`src/rtl/scene_loader.sv`:
```
// Parses framed host packets (SYNC, CMD, payload, XOR checksum) from the UART byte stream.
// Accepted updates wait in a shadow set and are committed to the active outputs only at frame start.
module scene_loader #(
    parameter logic [7:0] SYNC_BYTE      = 8'hA5,
    parameter int         TIMEOUT_CYCLES = 50000,
    parameter int         CNT_W          = 16
) (
    input  logic        clk,
    input  logic        reset,
    input  logic [7:0]  rx_data,
    input  logic        rx_valid,
    input  logic        frame_start,
    output logic [15:0] v0_x,
    output logic [15:0] v0_y,
    output logic [15:0] v1_x,
    output logic [15:0] v1_y,
    output logic [15:0] v2_x,
    output logic [15:0] v2_y,
    output logic [5:0]  color,
    output logic [7:0]  angle,
    output logic        scene_valid,
    output logic        busy,
    output logic [7:0]  err_cnt
);

    typedef enum logic [1:0] {IDLE, CMD, PAYLOAD, CSUM} state_t;

    // Packed index order: v0x, v0y, v1x, v1y, v2x, v2y from index 0 upward.
    localparam logic [5:0][15:0] RST_V = {16'hFFC0, 16'h0040, 16'hFFC0,
                                          16'hFFC0, 16'h0040, 16'h0000};

    state_t            state, state_next;
    logic [CNT_W-1:0]  tmo_cnt;
    logic [7:0]        cmd_reg;
    logic [7:0]        run_xor;
    logic [3:0]        remain;
    logic [3:0]        idx;
    logic [7:0]        stage [12];
    logic [5:0][15:0]  sh_v, act_v;
    logic [5:0]        sh_color, act_color;
    logic [7:0]        sh_angle, act_angle;
    logic              pending;

    logic timeout, cmd_known, accept, reject;

    assign timeout   = (state != IDLE) && (tmo_cnt >= CNT_W'(TIMEOUT_CYCLES));
    assign cmd_known = (rx_data == 8'h01) || (rx_data == 8'h02) || (rx_data == 8'h03);
    assign accept    = !timeout && rx_valid && (state == CSUM) && (rx_data == run_xor);
    assign reject    = timeout
                     || (rx_valid && (state == CMD)  && !cmd_known)
                     || (rx_valid && (state == CSUM) && (rx_data != run_xor));

    always_ff @(posedge clk) begin
        if (reset) state <= IDLE;
        else       state <= state_next;
    end

    always_comb begin
        state_next = state;
        if (timeout) begin
            state_next = IDLE;
        end else if (rx_valid) begin
            case (state)
                IDLE:    if (rx_data == SYNC_BYTE) state_next = CMD;
                CMD:     state_next = cmd_known ? PAYLOAD : IDLE;
                PAYLOAD: if (remain == 4'd1) state_next = CSUM;
                CSUM:    state_next = IDLE;
                default: state_next = IDLE;
            endcase
        end
    end

    always_comb begin
        busy = (state != IDLE);
    end

    // Inter-byte gap counter; only meaningful while a packet is open.
    always_ff @(posedge clk) begin
        if (reset || rx_valid || state == IDLE) tmo_cnt <= '0;
        else                                    tmo_cnt <= tmo_cnt + 1'b1;
    end

    always_ff @(posedge clk) begin
        if (reset) begin
            cmd_reg <= '0;
            run_xor <= '0;
            remain  <= '0;
            idx     <= '0;
            for (int i = 0; i < 12; i++) stage[i] <= '0;
        end else if (rx_valid && !timeout) begin
            if (state == CMD && cmd_known) begin
                cmd_reg <= rx_data;
                run_xor <= rx_data;
                remain  <= (rx_data == 8'h01) ? 4'd12 : 4'd1;
                idx     <= '0;
            end else if (state == PAYLOAD) begin
                stage[idx] <= rx_data;
                run_xor    <= run_xor ^ rx_data;
                remain     <= remain - 4'd1;
                idx        <= idx + 4'd1;
            end
        end
    end

    // Commit copies the shadow as registered before this edge, so a packet
    // accepted in the same cycle as frame_start stays pending for the next frame.
    always_ff @(posedge clk) begin
        if (reset) begin
            sh_v        <= RST_V;
            act_v       <= RST_V;
            sh_color    <= 6'h3F;
            act_color   <= 6'h3F;
            sh_angle    <= '0;
            act_angle   <= '0;
            pending     <= 1'b0;
            scene_valid <= 1'b0;
            err_cnt     <= '0;
        end else begin
            if (frame_start && pending) begin
                act_v       <= sh_v;
                act_color   <= sh_color;
                act_angle   <= sh_angle;
                scene_valid <= 1'b1;
            end
            if (accept) begin
                case (cmd_reg)
                    8'h01: for (int i = 0; i < 6; i++) sh_v[i] <= {stage[2*i+1], stage[2*i]};
                    8'h02: sh_color <= stage[0][5:0];
                    8'h03: sh_angle <= stage[0];
                    default: ;
                endcase
                pending <= 1'b1;
            end else if (frame_start) begin
                pending <= 1'b0;
            end
            if (reject && err_cnt != 8'hFF) err_cnt <= err_cnt + 8'd1;
        end
    end

    assign v0_x  = act_v[0];
    assign v0_y  = act_v[1];
    assign v1_x  = act_v[2];
    assign v1_y  = act_v[3];
    assign v2_x  = act_v[4];
    assign v2_y  = act_v[5];
    assign color = act_color;
    assign angle = act_angle;

endmodule
```
`config.mk`:
```
export PLATFORM = sky130hd
export DESIGN_NAME = scene_loader
export DESIGN_NICKNAME = d
export VERILOG_FILES = /design/src/rtl/scene_loader.sv
export SDC_FILE = /design/constraint.sdc
export NUM_CORES = 1
export LEC_CHECK = 0
export CAP_MARGIN = 40
export CORE_MARGIN = 2
export CORE_UTILIZATION = 57
export DETAILED_ROUTE_END_ITERATION = 8
export PLACE_DENSITY = 0.75
export SLEW_MARGIN = 20
export SYNTH_ARGS = -nofsm -noshare
export SYNTH_HDL_FRONTEND = slang
export SYNTH_SLANG_ARGS = --single-unit
export TNS_END_PERCENT = 20
```
`constraint.sdc`:
```
create_clock -name clk -period 3.4 [get_ports clk]
set_input_delay 0.68 -clock clk [delete_from_list [all_inputs] [get_ports clk]]
set_output_delay 0.68 -clock clk [all_outputs]
set_load 0.1 [all_outputs]
```
==> results.yml <==
floorplan:
  fp-row-count: 58
  start_util_pct: 58.08
  ios: 132
  core_um2: 25250
  die_h_um: 164.4
  die_area_um2: 27030
  chipWidth_um: 164.4
pwr:
  p_leak_nw: 6.993
  max-vdd-ir-drop_uv: 362.9
  powerDensity_nw_per_um2: 476.6
layout:
  fin_nets: 1752
  final_cells: 2092
  area.growth.synth_to_final_pct: 28.61
  multi_input_area_um2: 5792
  largest_registers: "sh_v x96, stage x96"
  ff_latch_area_um2: 8328
  fill_cells: 1720
  final_cell_area_um2: 18860
  drive_gt1_share_pct: 14.42
yosys:
  synthFlopType: "dfxtp_1"
  yosys_warnings: 0
  async_flop_share_pct: 0
  synth_edf_count: 96
  synthCells: 1533
  syn_nets: 1554
  yosysUniqueCellTypes: 50
  ys_seq_area_share_pct: 56.78
  synth_area_um2: 14670
  ys_ff_latch: 368
  avgSynthCellArea_um2: 9.568
clocking:
  cts_resized: 0
  cts_hold_buf: 0
  htree_levels: 2
  postCtsSetupBuffers: 0
  clockBufferDepth: 3
  cts.sinks: 368
  cts_tree: "yes"
  cts_buffers: 38
  clk_pin_slew_worst_paths_ns: 0.06
  root_buffer: "clkbuf_16"
  clk_latency_ns: 0.53
worst_setup_path:
  path_delay_family: "simple AND/OR/NAND/NOR gates"
  slowest_stage: "or3b_2"
  slowest_delay_ns: 0.49
  worstPathArrival_ns: 3.33
  crit_chain: "clkdlybuf4s50_1, nor2b_1, or3b_2, or3_4, nor4_4, buf_4, mux2i_1"
  path_max_fanout: 22
  cp.required_ns: 3.84
  path_class: "in2reg"
  path_buf_inv: 2
  end_kind: "flop"
  start_kind: "primary input"
placed_design:
  dp_cells: 2021
  dpl.hpwl_um: 22850
  port_buffers: 131
  place_congestion: 0.8157
  place_area_um2: 17570
routing:
  drc_errors: 0
  vias_per_cell: 5.538
  dr.pass1.iters: 5
  wl_per_cell_um: 17.14
  drt-initial-drc-count: 881
  routed-via-count: 11590
  wl_um: 35860
  antenna_left: 0
timing:
  slew_violations: 0
  worst_pin_slew_ns: 0.7859
  clock.fmax_ghz: 0.3462
  rsz0062_at_grt: "no"
  period_share_pct: 84.96
  maxSlewHeadroom_pct: 46.25
  fin_tns_setup_ns: 0
  holdWs_ns: 0.4518
  hold_viol_final: 0
  worst_clock_skew_ns: 0.01434
  period_minus_slack_ns: 2.889
  setup_violations: 0
global_routing:
  grt_usage_pct: 26.38
  grt_pass1_wl_um: 56900
  antenna_found_initial: 2
  grt_max_degree: 142
  grt_pass1_vias: 11440
  overflow: 0
outcome:
  status: "finished clean"
hold_path:
  worstHoldPathType: "reg2reg"
run:
  cap_violations: 0
[report_power, final]
| group | switching, W | internal, W |
|---|---|---|
| sequential | 0.0000151 | 0.00453 |
| clock | 0.00171 | 0.00250 |
| combinational | 0.000178 | 0.0000576 |
[placed cells by master, fill, tap and decap left out, types with 5 or more instances in the layout]
master and n:
o21ai_0 22, ha_1 9, nand2_1 379, buf_12 6, clkinv_2 8, buf_4 69
nand3_1 53, o31ai_1 5, buf_8 88, o311ai_0 9, a2bb2oi_1 6, mux2_2 7
xor2_1 11, nor2b_1 13, clkbuf_1 5, nor3_1 16, or2_2 6, dfxtp_1 272
clkdlybuf4s50_1 98, clkbuf_16 43, clkbuf_8 6, xnor2_1 9, nor4_1 6, a21oi_1 81
a211oi_1 5, edfxtp_1 96, a31oi_1 8, nor2_1 121, and2_1 102, inv_1 13
mux2i_1 114, nand4_1 19
[cell families after synthesis]
logic type / count (synthesis) / synth area share [%]
AO/OA/AOI/OAI: 149 / 5.997
AND/OR/NAND/NOR: 743 / 23.07
buffers and inverters: 123 / 3.873
multiplexers: 121 / 8.317
flip-flops: 368 / 56.78
adder cells (fa/ha/maj): 9 / 0.7677
XOR/XNOR: 20 / 1.194
[stage by stage]
stage	setup WS, ns	total power (W)	utilization [%]
finish	0.5113	0.008992	74.70
CTS	0.5093	0.009023	74.69
detailed placement	0.002727	0.004873	69.56
global placement	0.05341	0.004866	64.24
global route	0.4170	0.009238	74.69
floorplan	0.5791	0.004775	-
[cells in the mapped netlist, types with 3 or more instances]
cell / n / area, um^2
xor2_1: 11 / 96.34
nor4b_1: 4 / 35.03
dfxtp_1: 272 / 5445
or4_1: 3 / 22.52
buf_12: 5 / 100.1
or2_2: 6 / 37.54
and3_1: 4 / 25.02
mux2_2: 7 / 78.83
o21a_1: 3 / 22.52
nand2_1: 380 / 1426
o311ai_0: 9 / 78.83
a31oi_1: 8 / 50.05
buf_4: 6 / 45.04
a2bb2oi_1: 6 / 52.55
nor4_1: 6 / 37.54
nand3_1: 53 / 265.3
nor2b_1: 13 / 81.33
and2_1: 103 / 644.4
edfxtp_1: 96 / 2883
nor2_1: 121 / 454.2
nand4_1: 19 / 118.9
o21ai_0: 22 / 110.1
xnor2_1: 9 / 78.83
nor3_1: 16 / 80.08
o32ai_1: 4 / 35.03
mux2i_1: 114 / 1141
a21oi_1: 81 / 405.4
buf_1: 6 / 22.52
inv_1: 14 / 52.55
o31ai_1: 5 / 37.54
a211oi_1: 5 / 37.54
clkbuf_1: 89 / 334.1
ha_1: 9 / 112.6
[per-layer routing]
metal / track usage, % / up-vias / routed length, um
met4: 10.55 / 0 / 1192
met3: 3.893 / 96 / 1762
li1: - / 5546 / -
met5: 0 / - / 0
met1: 32.12 / 5608 / 14510
met2: 47.03 / 335 / 18390
[final timing paths]
check | slack (ns) | startpoint | depth (start not counted) | endpoint
setup / recovery | 0.51 | rx_data[2] | 7 | sh_v[94]
hold / removal | 0.45 | v1_y[4] | 2 | v1_y[4]
setup reg to reg | 0.58 | tmo_cnt[11] | 6 | sh_v[94]
hold reg to reg | 0.45 | v1_y[4] | 2 | v1_y[4]
[worst register-to-register path: stages, from the launching register on]
cell and delay [ns]:
dfxtp_1 0.34, or4_1 0.56, o21a_2 0.45, buf_4 0.32
nor4_4 0.38, buf_4 0.43, mux2i_1 0.27
[area by class of cell]
class | instances | share of cell area [%]
Sequential cell | 368 | 44.15
Clock inverter | 16 | 0.6301
Antenna cell | 1 | 0.01327
Timing Repair Buffer | 266 | 15.75
Multi-Input combinational cell | 1042 | 30.70
Clock buffer | 54 | 6.241
Inverter | 15 | 0.3250
Tap cell | 330 | 2.189
Power figures use the tool's default switching activity.
